**src/rtl/twid_seq.sv**
```systemverilog
// twid_seq: FFT twiddle-factor sequencer. On an accepted start it streams the
// N/2 twiddles (cos, sin, exponent) of one radix-2 stage over a valid/ready
// handshake at one beat per cycle. Values come from a quarter-wave cosine ROM
// built at elaboration and folded onto the half circle.
// Optional feature: define TWID_FWD_EN to add the fwd input; with fwd=1 the
// sin output is negated (forward-FFT twiddles). Without it, IFFT twiddles only.
module twid_seq #(
   parameter int LOG2N = 5,
   parameter int WIDTH = 36,
   parameter int FRAC  = 32
) (
   input  logic             clk,
   input  logic             rst_n,
   input  logic             start,
   input  logic [3:0]       stage,
`ifdef TWID_FWD_EN
   input  logic             fwd,
`endif
   input  logic             out_ready,
   output logic             out_valid,
   output logic [WIDTH-1:0] cos_val,
   output logic [WIDTH-1:0] sin_val,
   output logic [LOG2N-2:0] exp,
   output logic             last,
   output logic             busy,
   output logic             done
);

   localparam int N  = 1 << LOG2N;
   localparam int EW = LOG2N - 1;
   // Exponents live in [0, N/2), so EW-bit arithmetic wraps modulo N/2.
   localparam logic [EW-1:0] QTR_E     = EW'(N / 4);
   localparam logic [EW-1:0] LAST_BEAT = EW'(N / 2 - 1);

   typedef enum logic [0:0] {IDLE = 1'b0, RUN = 1'b1} state_t;

   // Q[k] = round(cos(2*pi*k/N) * 2^FRAC); only k in [0, N/4] is ever used,
   // where the cosine is non-negative, so round-half-up is exact rounding.
   function automatic logic [WIDTH-1:0] quarter_wave(input int k);
      real    ang;
      real    val;
      longint ival;
      ang  = 2.0 * 3.14159265358979323846 * real'(k) / real'(N);
      val  = $cos(ang) * (2.0 ** FRAC);
      ival = longint'($floor(val + 0.5));
      return ival[WIDTH-1:0];
   endfunction

   state_t           state_q, state_d;
   logic [EW-1:0]    beat_q, beat_d;
   logic [3:0]       stage_q, stage_d;
   logic             fwd_q, fwd_d;
   logic             valid_q, valid_d;
   logic [WIDTH-1:0] cos_q, cos_d;
   logic [WIDTH-1:0] sin_q, sin_d;
   logic [EW-1:0]    exp_q, exp_d;
   logic             last_q, last_d;
   logic             done_q, done_d;

   logic             fwd_in_s;
   logic [WIDTH-1:0] rom_s [N/4+1];
   logic [EW-1:0]    tw_beat_s;
   logic [3:0]       tw_stage_s;
   logic             tw_fwd_s;
   logic [EW-1:0]    tw_mask_s;
   logic [EW-1:0]    tw_exp_s;
   logic [EW-1:0]    cos_idx_s;
   logic [EW-1:0]    sin_idx_s;
   logic             cos_neg_s;
   logic [WIDTH-1:0] tw_cos_s;
   logic [WIDTH-1:0] tw_sin_s;

`ifdef TWID_FWD_EN
   assign fwd_in_s = fwd;
`else
   assign fwd_in_s = 1'b0;
`endif

   for (genvar k = 0; k <= N / 4; k++) begin : g_rom
      assign rom_s[k] = quarter_wave(k);
   end

   // Select which beat the twiddle datapath evaluates: beat 0 of the requested
   // stage while idle, otherwise the beat following the one on the outputs.
   always_comb begin
      if (state_q == IDLE) begin
         tw_beat_s  = '0;
         tw_stage_s = stage;
         tw_fwd_s   = fwd_in_s;
      end else begin
         tw_beat_s  = beat_q + EW'(1'b1);
         tw_stage_s = stage_q;
         tw_fwd_s   = fwd_q;
      end
   end

   // Exponent e = (b mod 2^s) << (LOG2N-1-s), then fold e onto the quarter-wave ROM.
   always_comb begin
      tw_mask_s = EW'((32'd1 << tw_stage_s) - 32'd1);
      tw_exp_s  = (tw_beat_s & tw_mask_s) << (EW - int'(tw_stage_s));
      if (tw_exp_s <= QTR_E) begin
         cos_idx_s = tw_exp_s;
         sin_idx_s = QTR_E - tw_exp_s;
         cos_neg_s = 1'b0;
      end else begin
         // N/2 - e wraps to -e in EW bits.
         cos_idx_s = EW'(1'b0) - tw_exp_s;
         sin_idx_s = tw_exp_s - QTR_E;
         cos_neg_s = 1'b1;
      end
      tw_cos_s = cos_neg_s ? -rom_s[cos_idx_s] : rom_s[cos_idx_s];
      tw_sin_s = tw_fwd_s  ? -rom_s[sin_idx_s] : rom_s[sin_idx_s];
   end

   // Next-state and next-output logic of the IDLE/RUN sequencer.
   always_comb begin
      state_d = state_q;
      beat_d  = beat_q;
      stage_d = stage_q;
      fwd_d   = fwd_q;
      valid_d = valid_q;
      cos_d   = cos_q;
      sin_d   = sin_q;
      exp_d   = exp_q;
      last_d  = last_q;
      done_d  = 1'b0;
      case (state_q)
         IDLE: begin
            if (start && (int'(stage) < LOG2N)) begin
               state_d = RUN;
               beat_d  = '0;
               stage_d = stage;
               fwd_d   = fwd_in_s;
               valid_d = 1'b1;
               cos_d   = tw_cos_s;
               sin_d   = tw_sin_s;
               exp_d   = tw_exp_s;
               last_d  = (LAST_BEAT == '0);
            end else begin
               state_d = IDLE;
            end
         end
         RUN: begin
            if (valid_q && out_ready) begin
               if (last_q) begin
                  state_d = IDLE;
                  beat_d  = '0;
                  valid_d = 1'b0;
                  cos_d   = '0;
                  sin_d   = '0;
                  exp_d   = '0;
                  last_d  = 1'b0;
                  done_d  = 1'b1;
               end else begin
                  beat_d  = beat_q + EW'(1'b1);
                  cos_d   = tw_cos_s;
                  sin_d   = tw_sin_s;
                  exp_d   = tw_exp_s;
                  last_d  = ((beat_q + EW'(1'b1)) == LAST_BEAT);
               end
            end else begin
               state_d = RUN;
            end
         end
         default: begin
            state_d = IDLE;
            beat_d  = '0;
            valid_d = 1'b0;
            last_d  = 1'b0;
         end
      endcase
   end

   // State and output registers with synchronous active-low reset.
   always_ff @(posedge clk) begin
      if (!rst_n) begin
         state_q <= IDLE;
         beat_q  <= '0;
         stage_q <= 4'd0;
         fwd_q   <= 1'b0;
         valid_q <= 1'b0;
         cos_q   <= '0;
         sin_q   <= '0;
         exp_q   <= '0;
         last_q  <= 1'b0;
         done_q  <= 1'b0;
      end else begin
         state_q <= state_d;
         beat_q  <= beat_d;
         stage_q <= stage_d;
         fwd_q   <= fwd_d;
         valid_q <= valid_d;
         cos_q   <= cos_d;
         sin_q   <= sin_d;
         exp_q   <= exp_d;
         last_q  <= last_d;
         done_q  <= done_d;
      end
   end

   assign out_valid = valid_q;
   assign cos_val   = cos_q;
   assign sin_val   = sin_q;
   assign exp       = exp_q;
   assign last      = last_q;
   assign busy      = (state_q == RUN);
   assign done      = done_q;

endmodule

```
**config.mk**
```make
export PLATFORM = sky130hd
export DESIGN_NAME = twid_seq
export DESIGN_NICKNAME = d
export VERILOG_FILES = /design/src/rtl/twid_seq.sv
export SDC_FILE = /design/constraint.sdc
export NUM_CORES = 1
export LEC_CHECK = 0
export CAP_MARGIN = 20
export CORE_ASPECT_RATIO = 1.2
export CORE_MARGIN = 2
export CORE_UTILIZATION = 53
export DETAILED_ROUTE_END_ITERATION = 10
export GPL_ROUTABILITY_DRIVEN = 1
export PLACE_DENSITY = 0.81
export REMOVE_ABC_BUFFERS = 1
export SKIP_CTS_REPAIR_TIMING = 1
export SKIP_LAST_GASP = 1
export SLEW_MARGIN = 20
export SYNTH_ARGS = -nofsm -noshare
export SYNTH_HDL_FRONTEND = slang
export SYNTH_SLANG_ARGS = --single-unit
```
**constraint.sdc**
```tcl
create_clock -name clk -period 6.2 [get_ports clk]
set_clock_uncertainty 0.15 [all_clocks]
set_input_delay 0.93 -clock clk [delete_from_list [all_inputs] [get_ports clk]]
set_output_delay 0.93 -clock clk [all_outputs]
set_load 0.005 [all_outputs]
```
# --- Word-level counts from Yosys, hierarchy flattened ---
# Memories as Yosys holds them, arrays and structs flattened.
# Cells that the tools add are included.
word_totals:
  out_inout_bits: 80
  mem_bits_ro: 1152
  ff_bits: 88
  input_bits: 8
  memories: 2
  elab_cells: 76
op_classes:
  addsub: 7
  reduce_logical: 6
  shift: 2
  n_eq_ne: 4
  bitwise_logic: 4
  n_lt_le_gt_ge: 4
  n_mux: 38
mem_list:
  columns: ["memory", "depth", "width", "rd", "rd_ports_with_merged_regs", "write_ports", "line", "text"]
  rows:
  - ["(name not given)", 16, 36, 1, 0, 0, "112", "tw_sin_s = tw_fwd_s ? -rom_s[sin_idx_s] : rom_s[sin_idx_s];"]
  - ["(name not given)", 16, 36, 1, 0, 0, "111", "tw_cos_s = cos_neg_s ? -rom_s[cos_idx_s] : rom_s[cos_idx_s];"]
op_table:
  columns: ["cell", "n"]
  rows:
  - ["two-way mux 36 bit", 11]
  - ["case mux 36 bit (2 select lines)", 2]
  - ["two-way mux 4 bit", 10]
  - ["negation 36 bit", 1]
  - ["<< shifter 4 x 32 -> 4 bit", 1]
  - ["case mux 4 bit (2 select lines)", 2]
  - [">= comparator 5 bit (second input constant)", 2]
  - ["two-way mux 1 bit", 10]
  - ["NOT 4 -> 5 bit", 2]
  - ["inequality test 2 x 1 -> 1 bit (second input constant)", 3]
  - ["case mux 1 bit (2 select lines)", 3]
  - ["AND reduction 3 bit", 2]
  - ["subtractor 3 x 4 -> 5 bit (first input constant)", 1]
  - ["adder 4 x 1 -> 4 bit (second input constant)", 1]
  - ["bitwise AND 4 bit", 1]
  - ["equality test 4 bit (second input constant)", 1]
  - ["<= comparator 4 bit (second input constant)", 1]
  - ["< comparator 4 x 3 -> 1 bit (second input constant)", 1]
  - ["AND reduction 2 bit", 2]
  - ["<< shifter 1 x 4 -> 4 bit (first input constant)", 1]
  - ["subtractor 1 x 4 -> 4 bit (first input constant)", 1]
  - ["subtractor 4 x 1 -> 4 bit (second input constant)", 1]
  - ["subtractor 4 bit (first input constant)", 1]
  - ["subtractor 4 bit (second input constant)", 1]
  - ["2 further kinds", 3]

# --- Depth between registers and ports, before layout ---
logic_depth:
  word_depth: 16
  ltp_mapped: 27
  depth_no_buf: 20

# --- Worst setup path after synthesis ---
# No wires, ideal clock.
synth_timing:
  path_type: "input to register"
  startpoint: "input stage[3]"
  endpoint: "register cos_q[17], in the netlist cos_val[17]"
  stages: 23
  setup_time_ns: 0.128
  arrival_ns: 5.366
  path_slack_ns: 0.556
  path_cell_list: "nor4_2 o21ai_2 o21ai_0 and2_1 buf_2 clkinv_1 ha_1 clkbuf_1 a211oi_4 or2_1 buf_6 inv_4 ha_1 clkbuf_1 nor2_1 nand2_1 or3_1 nor4_1 o21a_1 nand2b_1 buf_2 xor2_1 o21ai_1"
synth_via:
  elab_chain_cells: 16
  word_cells_on_any_way: 23
  cone_classes: "4 x add/sub; 2 x order compare; 1 x eq/ne; 2 x shift; 9 x mux; 2 x bitwise; 2 x reduce/logical; 1 x memory"
synth_rtl:
  columns: ["element", "line", "text"]
  rows:
  - ["start: declaration", "15", "input logic [3:0] stage,"]
  - ["two-way mux 4 bit", "86", "if (state_q == IDLE) begin"]
  - ["<< shifter 1 x 4 -> 4 bit", "99", "tw_mask_s = EW'((32'd1 << tw_stage_s) - 32'd1);"]
  - ["subtractor 4 x 1 -> 4 bit", "99", null]
  - ["bitwise AND 4 bit", "100", "tw_exp_s = (tw_beat_s & tw_mask_s) << (EW - int'(tw_stage_s));"]
  - ["<< shifter 4 x 32 -> 4 bit", "100", null]
  - ["subtractor 1 x 4 -> 4 bit / <= comparator 4 bit (equally long branches)", "107, 101", null]
  - ["two-way mux 4 bit", "101", "if (tw_exp_s <= QTR_E) begin"]
  - ["NOT 4 -> 5 bit (not written as such)", "111", null]
  - ["memory (16 x 36 bit)", null, null]
  - ["two-way mux 36 bit (not written as such) (2 in series)", "111", null]
  - ["negation 36 bit", "111", null]
  - ["two-way mux 36 bit", "111", null]
  - ["two-way mux 36 bit", "145", "if (last_q) begin"]
  - ["two-way mux 36 bit", "144", "if (valid_q && out_ready) begin"]
  - ["case mux 36 bit (2 select lines)", "127", "case (state_q)"]
  - ["end signal: assignment", "193", "cos_q <= cos_d;"]
  - ["end: declaration", "54", "logic [WIDTH-1:0] cos_q, cos_d;"]
# Parallel ways exist; a longest one is shown, timed or not. The select of a mux whose other input is x is not followed.
# A chain may end at the register's enable or synchronous reset.

# --- Worst setup path after layout ---
layout_timing:
  startpoint: "input stage[0]"
  endpoint: "register cos_q[17], in the netlist cos_val[17]"
# The elaborated chain is that of the path after synthesis.

==> out/qor_table.md <==
| Metric | Reported | Unit |
|---|---|---|
| Worst setup SP type | primary input | - |
| Commonest cells after routing, fill and taps aside | sky130_fd_sc_hd__nand2_1 (87), sky130_fd_sc_hd__clkdlybuf4s50_1 (84), sky130_fd_sc_hd__dfxtp_1 (82) | - |
| Largest net degree at the start of global routing | 56 | - |
| GR met3 Demand/Resource | 6.511 | % |
| Core Region | 9081 | um^2 |
| Worst EP required | 6.29 | ns |
| Met2 Track Usage GR | 46.43 | % |
| Tmin final | 5.489 | ns |
| Netlist area before placement | 4954 | um^2 |
| Most used DFF post-synth | sky130_fd_sc_hd__dfxtp_1 | - |
| Post-synthesis sequential element count | 82 | - |
| CP max stage delay | 0.53 | ns |
| Count of antenna-violating nets left after detailed routing | 0 | - |
| Detailed placer's ending HPWL | 9376 | um |
| Final net count | 687 | - |
| Total grt overflow | 0 | - |
| Number of placed I/O pins | 88 | - |
| Setup_tns | 0 | ns |
| Proportion of netlist area held by the largest area contributor | 33.14 | % |
| Area growth from synthesis to layout | 22.48 | % |
| Fraction of the yosys area taken by sequential cells | 33.14 | % |
| Worst Path Arrival | 5.58 | ns |
| Routed vias/inst | 5.768 | - |
| Number of detailed-route iterations in the first pass | 5 | - |
| Latest clock arrival within the worst-skew pair | 0.37 | ns |
| Area occupied by multi-input gates | 3043 | um^2 |
| Count of yosys warnings during synthesis | 0 | - |
| Period Utilization, post-route | 88.53 | % |
| Power Density | 193.4 | nW/um^2 |
| Max Fanout on Critical Path | 12 | - |
| Maximum count of clock buffers along a single path | 2 | - |
| Critical path class | in -> reg | - |
| Drt total wl | 13080 | um |
| Vias in the first global route | 4466 | - |
| Final Hold Vio Count | 0 | - |
| Effective utilization at floorplan | 54.55 | % |
| Transition time at the pin with the least slew margin | 0.9829 | ns |
| Final GP Congestion | 1.005 | - |
| Setup ws final | 0.7113 | ns |
| Worst slew margin relative to its limit | 34.48 | % |
| Cell Rows | 38 | - |
| CTS H-tree depth | 3 | - |
| Met1 Track Usage GR | 32.43 | % |
| Clock Sinks | 82 | - |
| CTS buffer count | 9 | - |
| Number of antenna diodes | 0 | - |
| Cell count after synthesis | 595 | - |
| Proportion of layout cells with a drive suffix above 1 | 9.351 | % |
| Overall track demand over capacity in global routing | 27.05 | % |
| Number of failing setup endpoints in the final timing report | 0 | - |
| Area enclosed by the die boundary | 10140 | um^2 |
| Slowest-stage cell, CP | sky130_fd_sc_hd__clkdlybuf4s50_1 | - |
| Number of design-rule violations left by the first detailed-router iteration | 221 | - |
| Number of slew-limit violations in the final report | 0 | - |
| Leakage | 0.002145 | uW |
| Wire length of the first global-routing pass | 21890 | um |
| Path type of the worst min-delay path | reg -> reg | - |
| Top Usage Layer GRT | met2 | - |
| Dominant cells by area after synthesis | sky130_fd_sc_hd__dfxtp_1 (33%), sky130_fd_sc_hd__nand2_1 (6.6%), sky130_fd_sc_hd__ha_1 (5.3%), sky130_fd_sc_hd__nor2b_1 (4.3%), sky130_fd_sc_hd__xnor2_1 (3.4%) | - |
| Vias | 4516 | - |
| Post-synthesis area per instance | 8.325 | um^2 |
| Achievable frequency | 182.2 | MHz |
| Area leader, netlist | sky130_fd_sc_hd__dfxtp_1 | - |
| Total of buffers placed on input and output ports | 84 | - |
| Initial antenna violation count | 0 | - |
| WL/cell | 16.70 | um |
| Total of max-cap violations | 0 | - |
| Worst VDD drop | 0.1380 | mV |
| Most common library cell in the layout ignoring fill and taps | sky130_fd_sc_hd__nand2_1 | - |
| Y dimension of the die | 109.9 | um |
| FF/Latch Area | 1642 | um^2 |
| Die W | 92.25 | um |
| CP cell instances | clkdlybuf4s50_1 > mux2i_1 > ha_1 > inv_1 > nand4_1 > a211oi_2 > inv_1 > ha_1 > inv_1 > a211oi_4 > or2_1 > inv_4 > ha_1 > nor2_1 > nand2_1 > or3_1 > nor4_1 > o21a_1 > nand2b_1 > xor2_1 > o21ai_1 | - |
| CTS tree | done | - |
| Post-synth EDFFs | 0 | - |
| Unrepaired setup endpoints after global routing | false | - |
| CTS Root Buffer Type | sky130_fd_sc_hd__clkbuf_8 | - |
| Endpoint type of the worst setup path | flip-flop | - |
| Result of the run | complete, no violations | - |
| Worst slack at placement | 0.3278 | ns |
| Number of distinct library cells after synthesis | 73 | - |
| Filler instances | 807 | - |
| Post-synth ARST share | 0 | % |
| Drt drc | 0 | - |
| Worst-path clk slew | 0.09 | ns |
[power by group]
part | total (uW) | internal [uW] | switching, uW | leakage [uW]
clock network | 403 | 189 | 213 | 0.0000938
registers | 541 | 534 | 7.72 | 0.000661
logic | 229 | 86.1 | 143 | 0.00139
total | 1170 | 809 | 364 | 0.00214
[through the flow]
stage | total power, uW | hold WS [ns] | util (%) | instances | cell area [um^2]
3_3_place_gp | 778.4 | 0.2834 | 64.51 | 767 | 5858
3_5_place_dp | 779.9 | 0.2876 | 64.51 | 767 | 5858
5_1_grt | 1222 | 0.3154 | 66.81 | 783 | 6067
2_1_floorplan | 705.7 | 0.2919 | - | 544 | 4710
4_1_cts | 1178 | 0.3001 | 66.73 | 783 | 6060
6_report | 1173 | 0.2955 | 66.81 | 783 | 6067
[worst paths after layout]
check                                 from  slack (ns)  cells after the start                  endpoint
setup / recovery                  stage[0]        0.71                     21  cos_val[17]$_SDFFE_PN0P_
hold / removal    cos_val[12]$_SDFFE_PN0P_        0.30                      2  cos_val[12]$_SDFFE_PN0P_
setup reg to reg           busy$_SDFF_PN0_        0.85                     20  cos_val[17]$_SDFFE_PN0P_
hold reg to reg   cos_val[12]$_SDFFE_PN0P_        0.30                      2  cos_val[12]$_SDFFE_PN0P_
[sequential cells by signal, indices dropped and copies added, names as in the netlist]
name and flops:
busy 1, exp 4, last 1, out_valid 1
sin_val 30, stage_q 4, done 1, beat_q 4
cos_val 36
[routing by layer]
metal  vias to the layer above  part of all wire, %
met2                       141                   49
met5                         -                    0
li1                       2235                    -
met4                         0                  2.9
met3                        28                  6.0
met1                      2112                   42
[synth_stat cells, drive strengths merged, types with 5 or more instances]
cell type  count
a21boi        18
a21oi         18
a22oi         19
a31oi         10
a32o           6
a32oi         15
and2          10
buf           21
clkbuf        32
dfxtp         82
ha            21
inv           11
mux2i          8
nand2         89
nand2b         6
nand3         10
nor2          28
nor2b         34
nor3          11
nor4           5
o211ai        16
o21a           6
o21ai         43
o31ai          5
xnor2         20
xor2           8
[critical path: cells and delay by family]
family | cells | cell delay [ns]
xor gates and xnor gates | 1 | 0.19
and+or+nand+nor | 7 | 1.57
buffers and inverters | 5 | 0.98
muxes | 1 | 0.09
AOI/OAI and AO/OA | 4 | 0.87
adders and majority gates | 3 | 0.93
[final cells by class]
class	count	area share, %
flip-flops and latches	82	27.06
well taps	120	2.475
clock inverters	7	1.279
multi-input cells	450	50.15
inverters	12	0.7837
clock buffers	9	2.042
repair buffers	103	16.21
[cell families after synthesis]
| group | share of synthesized area [%] |
|---|---|
| XOR/XNOR | 5.102 |
| buffers and inverters | 6.037 |
| flip-flops | 33.14 |
| other | 0.07570 |
| adder cells (fa/ha/maj) | 5.304 |
| AO/OA/AOI/OAI | 27.84 |
| multiplexers | 1.844 |
| AND/OR/NAND/NOR | 20.66 |
(Power assumes the default switching activity.)
